[src/rtl/gray_overlay_pkg.sv]
// Shared constants and types for the gray/threshold marker overlay stage.
package gray_overlay_pkg;

  localparam logic [1:0] MODE_COLOR  = 2'd0;
  localparam logic [1:0] MODE_GRAY   = 2'd1;
  localparam logic [1:0] MODE_THRESH = 2'd2;

  // BT.601-style integer luma weights; their sum is 256, so full white stays full white
  localparam int LUMA_R     = 32'd77;
  localparam int LUMA_G     = 32'd150;
  localparam int LUMA_B     = 32'd29;
  localparam int LUMA_SHIFT = 32'd8;

  typedef enum logic {
    ST_IDLE    = 1'b0,
    ST_PENDING = 1'b1
  } load_state_e;

endpackage

[src/rtl/gray_marker_overlay_if.sv]
// Pixel-stream and marker-configuration bundle between the tracker/demosaic side and the overlay stage.
interface gray_marker_overlay_if #(
  parameter int DATA_W      = 10,
  parameter int COORD_W     = 13,
  parameter int NUM_MARKERS = 2
);

  logic                           iDVAL;
  logic [DATA_W-1:0]              iRed;
  logic [DATA_W-1:0]              iGreen;
  logic [DATA_W-1:0]              iBlue;
  logic [COORD_W-1:0]             iH_Cont;
  logic [COORD_W-1:0]             iV_Cont;
  logic [1:0]                     iMode;
  logic [DATA_W-1:0]              iThresh;
  logic [NUM_MARKERS*COORD_W-1:0] iPos_X;
  logic [NUM_MARKERS*COORD_W-1:0] iPos_Y;
  logic [NUM_MARKERS-1:0]         iMark_En;
  logic                           iLoad;
  logic                           oDVAL;
  logic [DATA_W-1:0]              oDATA_R;
  logic [DATA_W-1:0]              oDATA_G;
  logic [DATA_W-1:0]              oDATA_B;
  logic                           oPending;

  modport master (
    output iDVAL, iRed, iGreen, iBlue, iH_Cont, iV_Cont, iMode, iThresh,
           iPos_X, iPos_Y, iMark_En, iLoad,
    input  oDVAL, oDATA_R, oDATA_G, oDATA_B, oPending
  );

  modport slave (
    input  iDVAL, iRed, iGreen, iBlue, iH_Cont, iV_Cont, iMode, iThresh,
           iPos_X, iPos_Y, iMark_En, iLoad,
    output oDVAL, oDATA_R, oDATA_G, oDATA_B, oPending
  );

endinterface

[src/rtl/marker_hit.sv]
// Per-marker box test: filled square by default, 2-pixel outline when GRAY_MARKER_OUTLINE_EN is defined.
module marker_hit #(
  parameter int COORD_W  = 13,
  parameter int BOX_SIZE = 40
) (
  input  logic               i_en,
  input  logic [COORD_W-1:0] i_h,
  input  logic [COORD_W-1:0] i_v,
  input  logic [COORD_W-1:0] i_x,
  input  logic [COORD_W-1:0] i_y,
  output logic               o_inside
);

  localparam logic [COORD_W:0] BOX_W = (COORD_W+1)'(BOX_SIZE);

  logic [COORD_W:0] w_h;
  logic [COORD_W:0] w_v;
  logic [COORD_W:0] w_x;
  logic [COORD_W:0] w_y;
  logic             w_in_box;

  // One guard bit keeps X+BOX_SIZE from wrapping near the top of the coordinate range
  assign w_h = {1'b0, i_h};
  assign w_v = {1'b0, i_v};
  assign w_x = {1'b0, i_x};
  assign w_y = {1'b0, i_y};

  assign w_in_box = i_en && (w_h > w_x) && (w_h < w_x + BOX_W)
                         && (w_v > w_y) && (w_v < w_y + BOX_W);

`ifdef GRAY_MARKER_OUTLINE_EN
  localparam logic [COORD_W:0] EDGE_W = (COORD_W+1)'(32'd3);

  logic w_interior;

  assign w_interior = (w_h >= w_x + EDGE_W) && (w_h <= w_x + BOX_W - EDGE_W)
                   && (w_v >= w_y + EDGE_W) && (w_v <= w_y + BOX_W - EDGE_W);
  assign o_inside   = w_in_box && !w_interior;
`else
  assign o_inside   = w_in_box;
`endif

endmodule

[src/rtl/gray_marker_overlay.sv]
// Colour/gray/threshold conversion with frame-synchronous marker overlay; 3-cycle fixed latency.
// Optional outline-only markers: define GRAY_MARKER_OUTLINE_EN.
module gray_marker_overlay
  import gray_overlay_pkg::*;
#(
  parameter int DATA_W      = 10,
  parameter int COORD_W     = 13,
  parameter int NUM_MARKERS = 2,
  parameter int BOX_SIZE    = 40
) (
  input logic                  iCLK,
  input logic                  iRST,
  gray_marker_overlay_if.slave bus
);

  localparam int PROD_W = DATA_W + 8;
  localparam int POS_W  = NUM_MARKERS * COORD_W;

  load_state_e r_state;
  load_state_e w_state_next;
  logic        w_frame_start;
  logic        w_use_in;
  logic        w_use_stg;
  logic        r_pending;

  logic [POS_W-1:0]       r_stg_x, r_stg_y, r_act_x, r_act_y, w_eff_x, w_eff_y;
  logic [NUM_MARKERS-1:0] r_stg_en, r_act_en, w_eff_en, w_inside;
  logic [1:0]             r_stg_mode, r_act_mode, w_eff_mode;
  logic [DATA_W-1:0]      r_stg_thresh, r_act_thresh, w_eff_thresh;

  logic [PROD_W-1:0]      w_prod_r, w_prod_g, w_prod_b;
  logic                   r_s1_dval;
  logic [DATA_W-1:0]      r_s1_r, r_s1_g, r_s1_b, r_s1_thresh;
  logic [PROD_W-1:0]      r_s1_prod_r, r_s1_prod_g, r_s1_prod_b;
  logic [NUM_MARKERS-1:0] r_s1_inside;
  logic [1:0]             r_s1_mode;

  logic [PROD_W-1:0]      w_sum;
  logic [DATA_W-1:0]      w_gray, w_bin;
  logic                   r_s2_dval, r_s2_inside;
  logic [DATA_W-1:0]      r_s2_r, r_s2_g, r_s2_b, r_s2_gray, r_s2_bin;
  logic [1:0]             r_s2_mode;

  logic [DATA_W-1:0]      w_out_r, w_out_g, w_out_b;
  logic                   r_o_dval;
  logic [DATA_W-1:0]      r_o_r, r_o_g, r_o_b;

  assign w_frame_start = bus.iDVAL && (bus.iH_Cont == {COORD_W{1'b0}})
                                   && (bus.iV_Cont == {COORD_W{1'b0}});

  // Load FSM state register
  always_ff @(posedge iCLK or posedge iRST) begin
    if (iRST) begin
      r_state <= ST_IDLE;
    end else begin
      r_state <= w_state_next;
    end
  end

  // Load FSM next state and selection of the configuration seen by the current pixel
  always_comb begin
    w_state_next = r_state;
    w_use_in     = 1'b0;
    w_use_stg    = 1'b0;
    case (r_state)
      ST_IDLE: begin
        if (bus.iLoad && w_frame_start) begin
          w_use_in = 1'b1;
        end else if (bus.iLoad) begin
          w_state_next = ST_PENDING;
        end else begin
          w_state_next = ST_IDLE;
        end
      end
      ST_PENDING: begin
        if (w_frame_start) begin
          w_use_in     = bus.iLoad;
          w_use_stg    = !bus.iLoad;
          w_state_next = ST_IDLE;
        end else begin
          w_state_next = ST_PENDING;
        end
      end
      default: begin
        w_state_next = ST_IDLE;
      end
    endcase
  end

  assign w_eff_x      = w_use_in ? bus.iPos_X   : (w_use_stg ? r_stg_x      : r_act_x);
  assign w_eff_y      = w_use_in ? bus.iPos_Y   : (w_use_stg ? r_stg_y      : r_act_y);
  assign w_eff_en     = w_use_in ? bus.iMark_En : (w_use_stg ? r_stg_en     : r_act_en);
  assign w_eff_mode   = w_use_in ? bus.iMode    : (w_use_stg ? r_stg_mode   : r_act_mode);
  assign w_eff_thresh = w_use_in ? bus.iThresh  : (w_use_stg ? r_stg_thresh : r_act_thresh);

  // Staging and active configuration; active simply follows the effective selection
  always_ff @(posedge iCLK or posedge iRST) begin
    if (iRST) begin
      r_pending    <= 1'b0;
      r_stg_x      <= {POS_W{1'b0}};
      r_stg_y      <= {POS_W{1'b0}};
      r_stg_en     <= {NUM_MARKERS{1'b0}};
      r_stg_mode   <= 2'd0;
      r_stg_thresh <= {DATA_W{1'b0}};
      r_act_x      <= {POS_W{1'b0}};
      r_act_y      <= {POS_W{1'b0}};
      r_act_en     <= {NUM_MARKERS{1'b0}};
      r_act_mode   <= 2'd0;
      r_act_thresh <= {DATA_W{1'b0}};
    end else begin
      r_pending    <= (w_state_next == ST_PENDING);
      if (bus.iLoad) begin
        r_stg_x      <= bus.iPos_X;
        r_stg_y      <= bus.iPos_Y;
        r_stg_en     <= bus.iMark_En;
        r_stg_mode   <= bus.iMode;
        r_stg_thresh <= bus.iThresh;
      end
      r_act_x      <= w_eff_x;
      r_act_y      <= w_eff_y;
      r_act_en     <= w_eff_en;
      r_act_mode   <= w_eff_mode;
      r_act_thresh <= w_eff_thresh;
    end
  end

  for (genvar k = 0; k < NUM_MARKERS; k++) begin : g_hit
    marker_hit #(
      .COORD_W  (COORD_W),
      .BOX_SIZE (BOX_SIZE)
    ) u_hit (
      .i_en     (w_eff_en[k]),
      .i_h      (bus.iH_Cont),
      .i_v      (bus.iV_Cont),
      .i_x      (w_eff_x[k*COORD_W +: COORD_W]),
      .i_y      (w_eff_y[k*COORD_W +: COORD_W]),
      .o_inside (w_inside[k])
    );
  end

  assign w_prod_r = PROD_W'(bus.iRed)   * PROD_W'(LUMA_R);
  assign w_prod_g = PROD_W'(bus.iGreen) * PROD_W'(LUMA_G);
  assign w_prod_b = PROD_W'(bus.iBlue)  * PROD_W'(LUMA_B);

  assign w_sum  = r_s1_prod_r + r_s1_prod_g + r_s1_prod_b;
  assign w_gray = DATA_W'(w_sum >> LUMA_SHIFT);
  assign w_bin  = (w_gray >= r_s1_thresh) ? {DATA_W{1'b1}} : {DATA_W{1'b0}};

  // Output mux; markers win over the processed image
  always_comb begin
    w_out_r = {DATA_W{1'b0}};
    w_out_g = {DATA_W{1'b0}};
    w_out_b = {DATA_W{1'b0}};
    if (r_s2_dval) begin
      case (r_s2_mode)
        MODE_COLOR: begin
          if (r_s2_inside) begin
            w_out_r = {DATA_W{1'b1}};
          end else begin
            w_out_r = r_s2_r;
            w_out_g = r_s2_g;
            w_out_b = r_s2_b;
          end
        end
        MODE_THRESH: begin
          if (!r_s2_inside) begin
            w_out_r = r_s2_bin;
            w_out_g = r_s2_bin;
            w_out_b = r_s2_bin;
          end else begin
            w_out_r = {DATA_W{1'b0}};
          end
        end
        MODE_GRAY: begin
          if (!r_s2_inside) begin
            w_out_r = r_s2_gray;
            w_out_g = r_s2_gray;
            w_out_b = r_s2_gray;
          end else begin
            w_out_r = {DATA_W{1'b0}};
          end
        end
        default: begin
          if (!r_s2_inside) begin
            w_out_r = r_s2_gray;
            w_out_g = r_s2_gray;
            w_out_b = r_s2_gray;
          end else begin
            w_out_r = {DATA_W{1'b0}};
          end
        end
      endcase
    end else begin
      w_out_r = {DATA_W{1'b0}};
    end
  end

  // Three pipeline stages; mode and threshold travel with each pixel
  always_ff @(posedge iCLK or posedge iRST) begin
    if (iRST) begin
      r_s1_dval   <= 1'b0;
      r_s1_r      <= {DATA_W{1'b0}};
      r_s1_g      <= {DATA_W{1'b0}};
      r_s1_b      <= {DATA_W{1'b0}};
      r_s1_prod_r <= {PROD_W{1'b0}};
      r_s1_prod_g <= {PROD_W{1'b0}};
      r_s1_prod_b <= {PROD_W{1'b0}};
      r_s1_inside <= {NUM_MARKERS{1'b0}};
      r_s1_mode   <= 2'd0;
      r_s1_thresh <= {DATA_W{1'b0}};
      r_s2_dval   <= 1'b0;
      r_s2_r      <= {DATA_W{1'b0}};
      r_s2_g      <= {DATA_W{1'b0}};
      r_s2_b      <= {DATA_W{1'b0}};
      r_s2_gray   <= {DATA_W{1'b0}};
      r_s2_bin    <= {DATA_W{1'b0}};
      r_s2_inside <= 1'b0;
      r_s2_mode   <= 2'd0;
      r_o_dval    <= 1'b0;
      r_o_r       <= {DATA_W{1'b0}};
      r_o_g       <= {DATA_W{1'b0}};
      r_o_b       <= {DATA_W{1'b0}};
    end else begin
      r_s1_dval   <= bus.iDVAL;
      r_s1_r      <= bus.iRed;
      r_s1_g      <= bus.iGreen;
      r_s1_b      <= bus.iBlue;
      r_s1_prod_r <= w_prod_r;
      r_s1_prod_g <= w_prod_g;
      r_s1_prod_b <= w_prod_b;
      r_s1_inside <= w_inside;
      r_s1_mode   <= w_eff_mode;
      r_s1_thresh <= w_eff_thresh;
      r_s2_dval   <= r_s1_dval;
      r_s2_r      <= r_s1_r;
      r_s2_g      <= r_s1_g;
      r_s2_b      <= r_s1_b;
      r_s2_gray   <= w_gray;
      r_s2_bin    <= w_bin;
      r_s2_inside <= |r_s1_inside;
      r_s2_mode   <= r_s1_mode;
      r_o_dval    <= r_s2_dval;
      r_o_r       <= w_out_r;
      r_o_g       <= w_out_g;
      r_o_b       <= w_out_b;
    end
  end

  assign bus.oDVAL    = r_o_dval;
  assign bus.oDATA_R  = r_o_r;
  assign bus.oDATA_G  = r_o_g;
  assign bus.oDATA_B  = r_o_b;
  assign bus.oPending = r_pending;

endmodule
[src/flat_wrapper.sv]
// flat-port wrapper written by rule: the top's interface ports become plain ports
module gray_marker_overlay_flat import gray_overlay_pkg::*;
#(
  parameter int DATA_W      = 10,
  parameter int COORD_W     = 13,
  parameter int NUM_MARKERS = 2,
  parameter int BOX_SIZE    = 40
)
  (iCLK, iRST, bus_iDVAL, bus_iRed, bus_iGreen, bus_iBlue, bus_iH_Cont, bus_iV_Cont, bus_iMode, bus_iThresh, bus_iPos_X, bus_iPos_Y, bus_iMark_En, bus_iLoad, bus_oDVAL, bus_oDATA_R, bus_oDATA_G, bus_oDATA_B, bus_oPending);
  gray_marker_overlay_if #(.DATA_W(DATA_W), .COORD_W(COORD_W), .NUM_MARKERS(NUM_MARKERS)) bus_i ();
  input logic iCLK;
  input logic iRST;
  input wire logic [$bits(bus_i.iDVAL)-1:0] bus_iDVAL;
  input wire logic [$bits(bus_i.iRed)-1:0] bus_iRed;
  input wire logic [$bits(bus_i.iGreen)-1:0] bus_iGreen;
  input wire logic [$bits(bus_i.iBlue)-1:0] bus_iBlue;
  input wire logic [$bits(bus_i.iH_Cont)-1:0] bus_iH_Cont;
  input wire logic [$bits(bus_i.iV_Cont)-1:0] bus_iV_Cont;
  input wire logic [$bits(bus_i.iMode)-1:0] bus_iMode;
  input wire logic [$bits(bus_i.iThresh)-1:0] bus_iThresh;
  input wire logic [$bits(bus_i.iPos_X)-1:0] bus_iPos_X;
  input wire logic [$bits(bus_i.iPos_Y)-1:0] bus_iPos_Y;
  input wire logic [$bits(bus_i.iMark_En)-1:0] bus_iMark_En;
  input wire logic [$bits(bus_i.iLoad)-1:0] bus_iLoad;
  output wire logic [$bits(bus_i.oDVAL)-1:0] bus_oDVAL;
  output wire logic [$bits(bus_i.oDATA_R)-1:0] bus_oDATA_R;
  output wire logic [$bits(bus_i.oDATA_G)-1:0] bus_oDATA_G;
  output wire logic [$bits(bus_i.oDATA_B)-1:0] bus_oDATA_B;
  output wire logic [$bits(bus_i.oPending)-1:0] bus_oPending;
  assign bus_i.iDVAL = bus_iDVAL;
  assign bus_i.iRed = bus_iRed;
  assign bus_i.iGreen = bus_iGreen;
  assign bus_i.iBlue = bus_iBlue;
  assign bus_i.iH_Cont = bus_iH_Cont;
  assign bus_i.iV_Cont = bus_iV_Cont;
  assign bus_i.iMode = bus_iMode;
  assign bus_i.iThresh = bus_iThresh;
  assign bus_i.iPos_X = bus_iPos_X;
  assign bus_i.iPos_Y = bus_iPos_Y;
  assign bus_i.iMark_En = bus_iMark_En;
  assign bus_i.iLoad = bus_iLoad;
  assign bus_oDVAL = bus_i.oDVAL;
  assign bus_oDATA_R = bus_i.oDATA_R;
  assign bus_oDATA_G = bus_i.oDATA_G;
  assign bus_oDATA_B = bus_i.oDATA_B;
  assign bus_oPending = bus_i.oPending;
  gray_marker_overlay #(.DATA_W(DATA_W), .COORD_W(COORD_W), .NUM_MARKERS(NUM_MARKERS), .BOX_SIZE(BOX_SIZE)) u_core (.iCLK(iCLK), .iRST(iRST), .bus(bus_i));
endmodule
[config.mk]
export PLATFORM = sky130hd
export DESIGN_NAME = gray_marker_overlay_flat
export DESIGN_NICKNAME = d
export VERILOG_FILES = /design/src/rtl/gray_overlay_pkg.sv /design/src/rtl/gray_marker_overlay_if.sv /design/src/rtl/marker_hit.sv /design/src/rtl/gray_marker_overlay.sv /design/src/flat_wrapper.sv
export SDC_FILE = /design/constraint.sdc
export NUM_CORES = 1
export LEC_CHECK = 0
export CAP_MARGIN = 20
export CORE_MARGIN = 4
export CORE_UTILIZATION = 30
export DETAILED_ROUTE_END_ITERATION = 7
export HOLD_SLACK_MARGIN = 0.05
export SKIP_CTS_REPAIR_TIMING = 1
export SLEW_MARGIN = 10
export SYNTH_ARGS = -nofsm -noshare
export SYNTH_HDL_FRONTEND = slang
export SYNTH_SLANG_ARGS = --single-unit
[constraint.sdc]
create_clock -name iCLK -period 19.6 [get_ports iCLK]
set_clock_uncertainty 0.15 [all_clocks]
set_input_delay 1.96 -clock iCLK [delete_from_list [all_inputs] [get_ports iCLK]]
set_output_delay 1.96 -clock iCLK [all_outputs]
set_load 0.05 [all_outputs]
## Word-level counts from Yosys, hierarchy flattened

Cells that the tools add are included.

| word-level totals | value |
|---|---|
| register bits | 300 |
| logic and storage cells | 99 |

| operators by class | value |
|---|---|
| add/subtract/negate cells | 6 |
| multiply operators | 3 |
| magnitude comparators | 9 |
| eq/ne operators | 1 |
| muxes and demuxes | 31 |
| bitwise gates (word level) | 1 |
| reductions and logical operators | 17 |

Operator list:

| cell | count |
|---|---|
| 2-to-1 mux 10 bit | 11 |
| 2-to-1 mux 26 bit | 4 |
| one-hot mux 10 bit (2 select lines) | 3 |
| adder 13 x 6 -> 14 bit, second input constant | 4 |
| less-than comparator 13 x 14 -> 1 bit | 4 |
| greater-than comparator 13 bit | 4 |
| multiplier 10 x 7 -> 17 bit, second input constant | 2 |
| zero test 13 bit | 2 |
| adder 17 x 18 -> 18 bit | 1 |
| adder 18 x 15 -> 18 bit | 1 |
| multiplier 10 x 5 -> 15 bit, second input constant | 1 |
| logical AND 1 bit | 11 |
| greater-or-equal comparator 10 bit | 1 |
| 2-to-1 mux 2 bit | 4 |
| 2-to-1 mux 1 bit | 7 |
| one-hot mux 1 bit (2 select lines) | 2 |
| equality test 2 bit, second input constant | 1 |
| zero test 2 bit | 1 |
| nonzero test 2 bit | 1 |
| OR reduction 2 bit | 1 |
| zero test 1 bit | 1 |
| inverter 1 bit | 1 |

## Depth between registers and ports, before layout

Gate-level depths: netlist (run 1).

| depth | value |
|---|---|
| depth in word-level cells | 12 |
| mapped depth | 21 |

## By module

A second synthesis (run 1) with hierarchy kept.

| unflattened totals | value |
|---|---|
| cells, all modules | 1722 |
| area, all modules | 18177.4 µm² |

Modules (own cells, without submodules):

| module | instances | cells an instance | area an instance (µm²) | sequential area each (µm²) |
|---|---|---|---|---|
| gray_marker_overlay | 1 | 1360 | 15351.0 | 7156.9 |
| marker_hit at u_core.g_hit[1].u_hit | 1 | 182 | 1418.9 | 0.0 |
| marker_hit at u_core.g_hit[0].u_hit | 1 | 180 | 1407.6 | 0.0 |

## Worst setup path before layout (run 1)

No wires, ideal clock.

| timing path | value |
|---|---|
| path type | input to register |
| start point | in bus_iH_Cont[1] |
| end point | reg u_core.r_s1_inside[0] |
| library setup time | 101 ps |
| arrival | 5632 ps |
| required time | 19349 ps |
| path slack | 13717 ps |
| cell stages on the path | 19 |
| path through | nor4_2 > nand4_4 > nor2_2 > buf_2 > buf_2 > buf_1 > mux2i_1 > nand2_1 > o21ai_0 > ha_1 > nor2b_1 > o21ai_0 > nand2b_1 > a21oi_1 > o21ai_0 > o31ai_1 > a21oi_1 > o32a_1 > nor4_1 |

| on the way | value |
|---|---|
| longest elaborated chain between the ends | 12 |

RTL lines:

| item | line | RTL |
|---|---|---|
| start, declared | flat_wrapper.sv:17 | `input wire logic [$bits(bus_i.iH_Cont)-1:0] bus_iH_Cont;` |
| zero test 13 bit | gray_marker_overlay.sv:48 | `assign w_frame_start = bus.iDVAL && (bus.iH_Cont == {COORD_W{1'b0}})` |
| logical AND 1 bit | gray_marker_overlay.sv:48 |  |
| logical AND 1 bit | gray_marker_overlay.sv:49 | `&& (bus.iV_Cont == {COORD_W{1'b0}});` |
| logical AND 1 bit or 2-to-1 mux 1 bit (tied branches) | gray_marker_overlay.sv:67, gray_marker_overlay.sv:76 |  |
| 2-to-1 mux 1 bit, on equally long branches | gray_marker_overlay.sv:67, gray_marker_overlay.sv:65 |  |
| one-hot mux 1 bit (2 select lines) or 2-to-1 mux 26 bit (tied branches) | gray_marker_overlay.sv:65, gray_marker_overlay.sv:90 |  |
| 2-to-1 mux 26 bit | gray_marker_overlay.sv:90 | `assign w_eff_x = w_use_in ? bus.iPos_X : (w_use_stg ? r_stg_x : r_act_x);` |
| adder 13 x 6 -> 14 bit or greater-than comparator 13 bit (tied branches) | marker_hit.sv:28 | `assign w_in_box = i_en && (w_h > w_x) && (w_h < w_x + BOX_W)` |
| less-than comparator 13 x 14 -> 1 bit or logical AND 1 bit (tied branches) | marker_hit.sv:28 |  |
| logical AND 1 bit | marker_hit.sv:28 |  |
| logical AND 1 bit | marker_hit.sv:29 | `&& (w_v > w_y) && (w_v < w_y + BOX_W);` |
| logical AND 1 bit * | marker_hit.sv:29 |  |
| net u_core.g_hit[0].u_hit.o_inside | marker_hit.sv:11 | `output logic o_inside` |
| end signal, assigned | gray_marker_overlay.sv:208 | `r_s1_inside <= {NUM_MARKERS{1'b0}};` |
| end signal, assigned | gray_marker_overlay.sv:231 | `r_s1_inside <= w_inside;` |
| end, declared | gray_marker_overlay.sv:35 | `logic [NUM_MARKERS-1:0] r_s1_inside;` |

The timed path passes the listed nets; every way through them passes the cells marked *.
A chain may end at the register's enable or synchronous reset.

## Worst setup path after layout (run 1)

| timing path | value |
|---|---|
| start point | in bus_iV_Cont[6] |
| end point | reg u_core.r_s1_inside[1] |

RTL lines:

| item | line | RTL |
|---|---|---|
| start, declared | flat_wrapper.sv:18 | `input wire logic [$bits(bus_i.iV_Cont)-1:0] bus_iV_Cont;` |
| zero test 13 bit * | gray_marker_overlay.sv:49 |  |
| logical AND 1 bit * | gray_marker_overlay.sv:49 |  |
| logical AND 1 bit or 2-to-1 mux 1 bit (tied branches) | gray_marker_overlay.sv:67, gray_marker_overlay.sv:76 |  |
| 2-to-1 mux 1 bit, on equally long branches | gray_marker_overlay.sv:67, gray_marker_overlay.sv:65 |  |
| one-hot mux 1 bit (2 select lines) or 2-to-1 mux 26 bit (tied branches) | gray_marker_overlay.sv:65, gray_marker_overlay.sv:91 |  |
| 2-to-1 mux 26 bit * | gray_marker_overlay.sv:91 | `assign w_eff_y = w_use_in ? bus.iPos_Y : (w_use_stg ? r_stg_y : r_act_y);` |
| net u_core.g_hit[1].u_hit.i_y[4] | marker_hit.sv:10 | `input logic [COORD_W-1:0] i_y,` |
| adder 13 x 6 -> 14 bit or greater-than comparator 13 bit (tied branches) | marker_hit.sv:29 |  |
| less-than comparator 13 x 14 -> 1 bit or logical AND 1 bit (tied branches) | marker_hit.sv:29 |  |
| logical AND 1 bit * | marker_hit.sv:29 |  |
| net u_core.g_hit[1].u_hit.o_inside | marker_hit.sv:11 |  |

Marked as above.

==> impl_metrics.env, run 1 <==
export IMPL_max_slew_margin_rel=0.401
export IMPL_leakagePower_uw=0.00988
export IMPL_n_fill_cell=5517
export IMPL_layout_common_cells="286 x dfrtp_1, 231 x ha_1, 196 x inv_1, 156 x clkdlybuf4s50_1, 111 x nand2_1"
export IMPL_ys_seq_elements=286
export IMPL_numPortBuffers=157
export IMPL_crit_type="primary input to flop"
export IMPL_fp_dieArea_um2=61400
export IMPL_hold_path_cell_count=0
export IMPL_synthCells=1588
export IMPL_top_usage_layer="met2"
export IMPL_synth_ff_type="dfrtp_1"
export IMPL_wl_per_cell_um=18.0
export IMPL_grt_use_met3=0.0278
export IMPL_min_path_type="flop to flop"
export IMPL_dr_total_vias=12011
export IMPL_synth_edf_count=0
export IMPL_path_max_fanout=19
export IMPL_hold_violations=0
export IMPL_timing_fmax_ghz=0.150
export IMPL_tightestPinTransition_ps=898
export IMPL_top_level_ports=158
export IMPL_overflow=0
export IMPL_grt_total_usage=0.149
export IMPL_reg2reg_to="u_core.r_s1_inside[0]$_DFF_PP0_"
export IMPL_start_kind="primary input"
export IMPL_tns_ps=0
export IMPL_whs_endpoint="u_core.r_s2_b[5]$_DFF_PP0_"
export IMPL_grt_pass1_wl_mm=71.4
export IMPL_grt_max_degree=156
export IMPL_finalNetCount=2160
export IMPL_final_max_slew_violation_count=0
export IMPL_cts_root_buf="clkbuf_16"
export IMPL_ff2ff_path_depth=19
export IMPL_ir_worst_vdd_uv=78.6
export IMPL_clkSinkCount=286
export IMPL_wirelength_mm=45.5
export IMPL_postSynthAreaPerCell_um2=10.9
export IMPL_outcome="finished clean"
export IMPL_drtPass1Iterations=5
export IMPL_use_met1=0.190
export IMPL_die_w_um=248
export IMPL_rsz0062_at_grt="false"
export IMPL_yosysSeqAreaShare=0.415
export IMPL_start_util=0.304
export IMPL_synthDistinctLibCells=74
export IMPL_antenna_found_initial=1
export IMPL_grt_use_met2=0.263
export IMPL_postRouteAntennaNets=0
export IMPL_coreArea_um2=56700
export IMPL_drt_drc_violations_left=0
export IMPL_setup_viol=0
export IMPL_row_count=87
export IMPL_pre_cts_slack_ps=12450
export IMPL_critPathCaptureType="flop"
export IMPL_fin_ws_ps=12930
export IMPL_cp_arrival_ps=6970
export IMPL_drt_iter0_drc=589
export IMPL_yosysWarnings=0
export IMPL_area_growth_pct=21.1
export IMPL_crit_start="bus_iV_Cont[6]"
export IMPL_netlist_area_um2=17300
export IMPL_synthesis_nets=1997
export IMPL_drt_vias_per_instance=4.75
export IMPL_critPathRequiredTime_ps=19900
export IMPL_cts_tree="yes"
export IMPL_clock_path_buffers=3
export IMPL_ys_async_sr_fraction=1.00
export IMPL_power_density_nw_per_um2=104
export IMPL_cts_buffers=34
export IMPL_insertion_delay_ps=550
export IMPL_gp_congestion=0.875
export IMPL_drive_gt1_frac=0.0953
export IMPL_period_share=0.340
export IMPL_place_hpwl_mm=35.8
export IMPL_worstHoldStart="u_core.r_s1_b[5]$_DFF_PP0_"
export IMPL_r2r_setup_slack_ps=13860
export IMPL_final_common_cell="dfrtp_1"
export IMPL_cts_htree_levels=2
export IMPL_totalPowerFinal_uw=2170
export IMPL_reg2reg_from="u_core.r_state$_DFF_PP0_"
export IMPL_grt_pass1_vias=12687
export IMPL_min_period_ps=6670
export IMPL_cap_viol_max_count=0
export IMPL_die_h_um=248
export IMPL_clk_pin_slew_ps=60
worst max-delay path, stage by stage:
cell and delay, ps:
clkdlybuf4s50_1 550, nor3_1 450, and3_1 570, nand2_1 580, a22oi_1 320, o21ai_0 270, ha_1 320, nor2_1 220
nor2_1 80, xnor2_1 130, ha_1 270, o21ai_0 160, nand2b_1 90, a21oi_1 160, nor2b_1 60, o221ai_1 170
o2bb2ai_1 180, o221ai_1 180, a221oi_2 220
layer usage:
| layer | up-vias | part of all wire |
|---|---|---|
| met4 | 0 | 0.019 |
| li1 | 5789 | - |
| met3 | 55 | 0.045 |
| met1 | 5953 | 0.44 |
| met2 | 214 | 0.50 |
| met5 | - | 0 |
registers in the layout (all words and copies together), names as in the netlist, 13 cells and up:
| signal | flops |
|---|---|
| u_core.r_act_x | 26 |
| u_core.r_act_y | 26 |
| u_core.r_s1_prod_b | 13 |
| u_core.r_s1_prod_g | 16 |
| u_core.r_s1_prod_r | 15 |
| u_core.r_stg_x | 26 |
| u_core.r_stg_y | 26 |
synth_stat cells (all sizes together) (3+ instances only):
library cell / n / area (um^2)
maj3: 4 / 40.0
o211ai: 3 / 22.5
or2: 4 / 25.0
a221o: 8 / 83.8
and4: 3 / 28.8
o21a: 6 / 45.0
a21oi: 86 / 430
mux2: 68 / 766
a31o: 6 / 52.6
a211o: 3 / 26.3
dfrtp: 286 / 7160
nand3: 25 / 125
or3: 4 / 25.0
nor4: 10 / 129
a21o: 27 / 203
o2111ai: 6 / 52.6
o21bai: 21 / 158
nor2: 73 / 284
nor3: 18 / 90.1
inv: 198 / 743
xor2: 17 / 149
o221ai: 3 / 26.3
a41oi: 7 / 61.3
and3: 12 / 75.1
o221a: 3 / 42.5
nand2b: 6 / 37.5
mux2i: 30 / 304
a221oi: 7 / 67.6
a22oi: 3 / 22.5
nand4: 13 / 96.3
xnor2: 57 / 499
nand2: 113 / 434
buf: 14 / 68.8
o21ai: 71 / 355
a31oi: 11 / 68.8
fa: 52 / 1040
o31ai: 6 / 50.1
ha: 231 / 2890
nor2b: 20 / 125
clkbuf: 26 / 97.6
cells by family after synthesis:
kind of cell / after synthesis / synth area share
and+or+nand+nor: 307 / 0.0894
AOI/OAI and AO/OA: 298 / 0.113
adders and majority gates: 287 / 0.230
DFF: 286 / 0.415
buffers and inverters: 238 / 0.0527
muxes: 98 / 0.0620
xor gates and xnor gates: 74 / 0.0376
stage by stage:
step,std cells,util,hold slack (ps),instance area [um^2]
floorplan,1588,-,181,17300
global placement,2470,0.347,182,19700
CTS,2529,0.368,198,20900
global route,2530,0.368,203,20900
finish,2531,0.369,197,20900
detailed placement,2470,0.347,185,19700
layout make-up:
type                       instances  area [um^2]  share of cell area
sequential                       286         7160               0.342
antenna                            1         2.50            0.000120
multi-input combinational       1064         9200               0.440
tap                              756          946              0.0453
inverter                         198          751              0.0359
timing repair buffer             167         1660              0.0796
clock inverter                    13          221              0.0106
clock buffer                      46          956              0.0457
worst max-delay path by stage:
stage	cells past startpoint	slack (ps)	to
after floorplan	1	9600	u_core.bus.oDATA_B[0]$_DFF_PP0_
after global placement	17	12500	u_core.r_s1_inside[0]$_DFF_PP0_
after detailed placement	16	12450	u_core.r_s1_inside[1]$_DFF_PP0_
after CTS	19	13000	u_core.r_s1_inside[1]$_DFF_PP0_
after global routing	19	12520	u_core.r_s1_inside[1]$_DFF_PP0_
final	19	12930	u_core.r_s1_inside[1]$_DFF_PP0_
where the power goes:
part,internal (uW),switching [uW],total [uW]
clock network,388,261,649
registers,674,38.9,713
logic,352,459,810
total,1410,758,2170
Power figures use the tool's default switching activity.
==> run 2, diff against run 1 <==
==> constraint.sdc (replaced) <==
create_clock -name iCLK -period 6.02 [get_ports iCLK]
set_clock_uncertainty 0.15 [all_clocks]
set_input_delay 0.602 -clock iCLK [delete_from_list [all_inputs] [get_ports iCLK]]
set_output_delay 0.602 -clock iCLK [all_outputs]
set_load 0.05 [all_outputs]
==> impl_metrics.env, run 2 (synthesized netlist as in run 1, its figures left out) <==
export IMPL_outcome="finished clean"
export IMPL_wl_per_cell_um=17.7
export IMPL_timing_hold_ws_ps=196
export IMPL_path_max_fanout=8
export IMPL_cts_buffers=34
export IMPL_tightestPinTransition_ps=824
export IMPL_coreArea_um2=56700
export IMPL_wirelength_mm=45.2
export IMPL_antenna_found_initial=1
export IMPL_grt_use_met3=0.0287
export IMPL_tns_ps=0
export IMPL_clock_path_buffers=3
export IMPL_p_int_uw=4590
export IMPL_insertedDiodeCount=0
export IMPL_grt_pass1_wl_mm=69.7
export IMPL_clkSinkCount=286
export IMPL_layout_common_cells="286 x dfrtp_1, 231 x ha_1, 196 x inv_1, 156 x clkdlybuf4s50_1, 111 x nand2_1"
export IMPL_start_util=0.304
export IMPL_place_hpwl_mm=35.4
export IMPL_use_met1=0.182
export IMPL_switchingPower_uw=2460
export IMPL_gp_congestion=0.884
export IMPL_grt_total_usage=0.146
export IMPL_postRouteAntennaNets=0
export IMPL_cts_htree_levels=2
export IMPL_fin_area_um2=21000
export IMPL_grt_pass1_vias=12678
export IMPL_placed_area_um2=19800
export IMPL_rsz0062_at_grt="false"
export IMPL_grt_use_met2=0.258
export IMPL_drtPass1Iterations=5
export IMPL_max_slew_margin_rel=0.450
export IMPL_crit_type="primary input to flop"
export IMPL_grt_max_degree=141
export IMPL_totalPowerFinal_uw=7040
export IMPL_clk_pin_slew_ps=60
export IMPL_final_max_slew_violation_count=0
export IMPL_drt_drc_violations_left=0
export IMPL_cp_arrival_ps=5230
export IMPL_n_fill_cell=5582
export IMPL_cap_viol_max_count=0
export IMPL_top_usage_layer="met2"
export IMPL_min_path_type="flop to flop"
export IMPL_drt_iter0_drc=648
export IMPL_dr_total_vias=11989
export IMPL_min_period_ps=4940
export IMPL_top_level_ports=158
export IMPL_dp_cells=2488
export IMPL_cts_root_buf="clkbuf_16"
export IMPL_timing_fmax_ghz=0.202
export IMPL_overflow=0
export IMPL_final_cells=2547
export IMPL_drive_gt1_frac=0.105
export IMPL_hold_violations=0
export IMPL_power_density_nw_per_um2=336
export IMPL_row_count=87
export IMPL_setup_viol=0
export IMPL_seq_power_share=0.330
export IMPL_ir_worst_vdd_uv=219
export IMPL_die_h_um=248
export IMPL_drt_vias_per_instance=4.71
export IMPL_r2r_setup_slack_ps=1400
export IMPL_critPathRequiredTime_ps=6310
export IMPL_period_share=0.821
export IMPL_die_w_um=248
export IMPL_p_sw_frac=0.349
export IMPL_fp_dieArea_um2=61400
export IMPL_critPathCaptureType="flop"
export IMPL_area_growth_pct=21.6
export IMPL_p_comb_frac=0.374
export IMPL_finalNetCount=2177
export IMPL_pwr_share_clk=0.297
export IMPL_cts_tree="yes"
export IMPL_start_kind="primary input"
export IMPL_leakagePower_uw=0.00994
export IMPL_numPortBuffers=157
export IMPL_final_common_cell="dfrtp_1"
export IMPL_insertion_delay_ps=550
-- run 2: cell count changes in the layout (fill, tap and decap cells not counted), moves of 2 or more --
| cell | previous run | this run |
|---|---|---|
| clkbuf_1 | 6 | 4 |
| clkinv_16 | 3 | 0 |
| inv_6 | 0 | 3 |
| buf_4 | 10 | 26 |
| buf_12 | 0 | 2 |
| clkinvlp_4 | 1 | 4 |
-- run 2: power groups by stage --
stage,registers (uW),clock network [uW],logic [uW]
3_3_place_gp,2360,0,2610
3_5_place_dp,2360,0,2690
6_report,2320,2090,2630
5_1_grt,2350,2240,3000
4_1_cts,2330,2160,2710
2_1_floorplan,2350,0,1850
-- run 2: stage by stage --
step,util,setup slack (ps)
2_1_floorplan,-,1470
3_3_place_gp,0.350,600
3_5_place_dp,0.350,565
4_1_cts,0.370,1120
5_1_grt,0.370,619
6_report,0.370,1080
-- run 2: area by class of cell --
class	instances	area [um^2]	area share
Tap cell	756	946	0.0451
Clock buffer	44	948	0.0452
Clock inverter	15	180	0.00859
Sequential cell	286	7160	0.341
Inverter	198	747	0.0356
Timing Repair Buffer	184	1800	0.0857
Multi-Input combinational cell	1064	9200	0.439
-- run 2: per-layer routing --
layer / up-vias / share of wire
met5: - / 0.00022
met4: 2 / 0.027
met3: 67 / 0.051
met2: 259 / 0.49
met1: 5833 / 0.43
li1: 5828 / -
-- run 2: worst paths after layout --
kind | startpoint | endpoint | cells past startpoint
max | bus_iV_Cont[3] | u_core.r_s1_inside[0]$_DFF_PP0_ | 20
max reg2reg | u_core.r_state$_DFF_PP0_ | u_core.r_s1_inside[0]$_DFF_PP0_ | 20
min reg2reg | u_core.r_s1_r[4]$_DFF_PP0_ | u_core.r_s2_r[4]$_DFF_PP0_ | 0
min in group asynchronous | iRST | u_core.bus.oDATA_R[3]$_DFF_PP0_ | 2
max in group asynchronous | iRST | u_core.r_stg_thresh[7]$_DFFE_PP0P_ | 3
min | u_core.r_s1_r[4]$_DFF_PP0_ | u_core.r_s2_r[4]$_DFF_PP0_ | 0
-- run 2: critical path, cell delays in order --
cell,delay (ps)
clkdlybuf4s50_1,590
nor4_4,440
nand4_1,420
nor2_4,500
buf_4,290
mux2i_1,200
a21oi_1,90
buf_4,160
nor2_1,340
nor2_1,100
xnor2_1,140
ha_1,290
a21o_1,160
a21oi_1,150
nor2b_1,60
o21ai_0,170
a31oi_1,110
nor2_1,110
o221ai_1,130
nor4_1,180
==> run 3, diff against run 2 <==
==> constraint.sdc (replaced) <==
create_clock -name iCLK -period 4.3 [get_ports iCLK]
set_clock_uncertainty 0.15 [all_clocks]
set_input_delay 0.43 -clock iCLK [delete_from_list [all_inputs] [get_ports iCLK]]
set_output_delay 0.43 -clock iCLK [all_outputs]
set_load 0.05 [all_outputs]
==> impl_metrics.env, run 3 (synthesized netlist as in run 1, its figures left out) <==
export IMPL_fp_dieArea_um2=61400
export IMPL_insertedDiodeCount=0
export IMPL_overflow=0
export IMPL_crit_type="primary input to flop"
export IMPL_clkSinkCount=286
export IMPL_r2r_setup_slack_ps=330
export IMPL_drtPass1Iterations=5
export IMPL_grt_max_degree=155
export IMPL_coreArea_um2=56700
export IMPL_n_fill_cell=5473
export IMPL_min_period_ps=4130
export IMPL_ff2ff_path_depth=19
export IMPL_multi_input_area_um2=9230
export IMPL_power_density_nw_per_um2=451
export IMPL_cts_root_buf="clkbuf_16"
export IMPL_ir_worst_vdd_uv=327
export IMPL_die_w_um=248
export IMPL_area_growth_pct=31.5
export IMPL_seq_area_um2=7160
export IMPL_grt_total_usage=0.154
export IMPL_dr_total_vias=12864
export IMPL_rsz0062_at_grt="false"
export IMPL_drt_drc_violations_left=0
export IMPL_start_kind="primary input"
export IMPL_timing_hold_ws_ps=192
export IMPL_top_level_ports=158
export IMPL_wirelength_mm=46.8
export IMPL_gp_congestion=0.887
export IMPL_wl_per_cell_um=17.0
export IMPL_path_max_fanout=6
export IMPL_hold_violations=0
export IMPL_max_slew_margin_rel=0.455
export IMPL_reg2reg_to="u_core.r_s2_bin[8]$_DFF_PP0_"
export IMPL_grt_pass1_wl_mm=74.2
export IMPL_worstHoldStart="u_core.r_s1_b[3]$_DFF_PP0_"
export IMPL_tightestPinTransition_ps=817
export IMPL_period_share=0.960
export IMPL_start_util=0.304
export IMPL_timing_fmax_ghz=0.242
export IMPL_layout_common_cells="286 x dfrtp_1, 231 x ha_1, 221 x buf_4, 196 x inv_1, 156 x clkdlybuf4s50_1"
export IMPL_pre_cts_slack_ps=-406
export IMPL_grt_use_met3=0.0280
export IMPL_die_h_um=248
export IMPL_grt_use_met2=0.268
export IMPL_grt_pass1_vias=13693
export IMPL_reg2reg_from="u_core.r_s1_prod_b[3]$_DFF_PP0_"
export IMPL_cts_tree="yes"
export IMPL_use_met1=0.194
export IMPL_clock_path_buffers=3
export IMPL_fin_ws_ps=171
export IMPL_top_usage_layer="met2"
export IMPL_drt_iter0_drc=620
export IMPL_cts_htree_levels=2
export IMPL_critPathRequiredTime_ps=4600
export IMPL_cp_arrival_ps=4430
export IMPL_numPortBuffers=157
export IMPL_row_count=87
export IMPL_setup_viol=0
export IMPL_outcome="finished clean"
export IMPL_critPathCaptureType="flop"
export IMPL_final_max_slew_violation_count=0
export IMPL_drive_gt1_frac=0.200
export IMPL_postRouteAntennaNets=0
export IMPL_place_hpwl_mm=37.9
export IMPL_antenna_found_initial=2
export IMPL_cap_viol_max_count=0
export IMPL_insertion_delay_ps=550
export IMPL_whs_endpoint="u_core.r_s2_b[3]$_DFF_PP0_"
export IMPL_final_common_cell="dfrtp_1"
export IMPL_hold_path_cell_count=0
export IMPL_finalNetCount=2380
export IMPL_leakagePower_uw=0.0110
export IMPL_drt_vias_per_instance=4.67
export IMPL_cts_buffers=35
export IMPL_min_path_type="flop to flop"
export IMPL_clk_pin_slew_ps=60
-- run 3: worst max path at each step --
stage / cells after the start / start / slack, ps / endpoint
4_1_cts: 21 / bus_iH_Cont[3] / 170 / u_core.r_s1_inside[1]$_DFF_PP0_
6_report: 21 / bus_iH_Cont[3] / 170 / u_core.r_s1_inside[1]$_DFF_PP0_
3_3_place_gp: 21 / bus_iH_Cont[3] / -370 / u_core.r_s1_inside[1]$_DFF_PP0_
2_1_floorplan: 1 / iRST / -70 / u_core.bus.oDATA_B[0]$_DFF_PP0_
3_5_place_dp: 19 / bus_iH_Cont[3] / -410 / u_core.r_s1_inside[0]$_DFF_PP0_
5_1_grt: 17 / bus_iV_Cont[2] / 3 / u_core.r_s1_inside[0]$_DFF_PP0_
-- run 3: per-stage QoR --
step	std cells	total power (uW)	cell area, um^2	util	TNS, ps
global placement	2690	7140	21500	0.378	-732
finish	2753	10200	22700	0.400	0
global route	2753	11000	22700	0.400	0
detailed placement	2690	7270	21500	0.378	-946
CTS	2753	10400	22700	0.400	0
floorplan	1588	5880	17300	-	-20450
-- run 3: worst max-delay path, stage by stage --
cell and delay [ps]:
clkdlybuf4s50_1 460, nor4_4 460, nand4_4 210, buf_12 190, nor2_1 150, a31oi_1 90, o21ai_0 300, buf_4 200
ha_1 160, nor2_1 70, nor2_1 130, xnor2_1 140, ha_1 240, o21ai_0 150, nand2b_1 70, a21oi_1 140
nor2b_1 60, o221ai_1 190, o2bb2ai_1 200, o221ai_1 190, a221oi_2 190
-- run 3: area by class of cell --
type / instances / share of cell area
multi-input cells: 1064 / 0.407
flip-flops and latches: 286 / 0.315
repair buffers: 386 / 0.150
clock buffers: 46 / 0.0426
well taps: 756 / 0.0417
inverters: 198 / 0.0329
clock inverters: 17 / 0.0105
-- run 3: report_power, final --
group	switching (uW)	leakage [uW]	internal, uW
clock network	1210	0.000593	1850
registers	179	0.00350	3070
logic	2120	0.00690	1810
total	3510	0.0110	6730
-- run 3: layer usage --
metal	vias to the layer above	routed length (um)
met2	246	23100
met5	-	0
met1	6302	20300
met3	68	2130
met4	0	1260
li1	6248	-
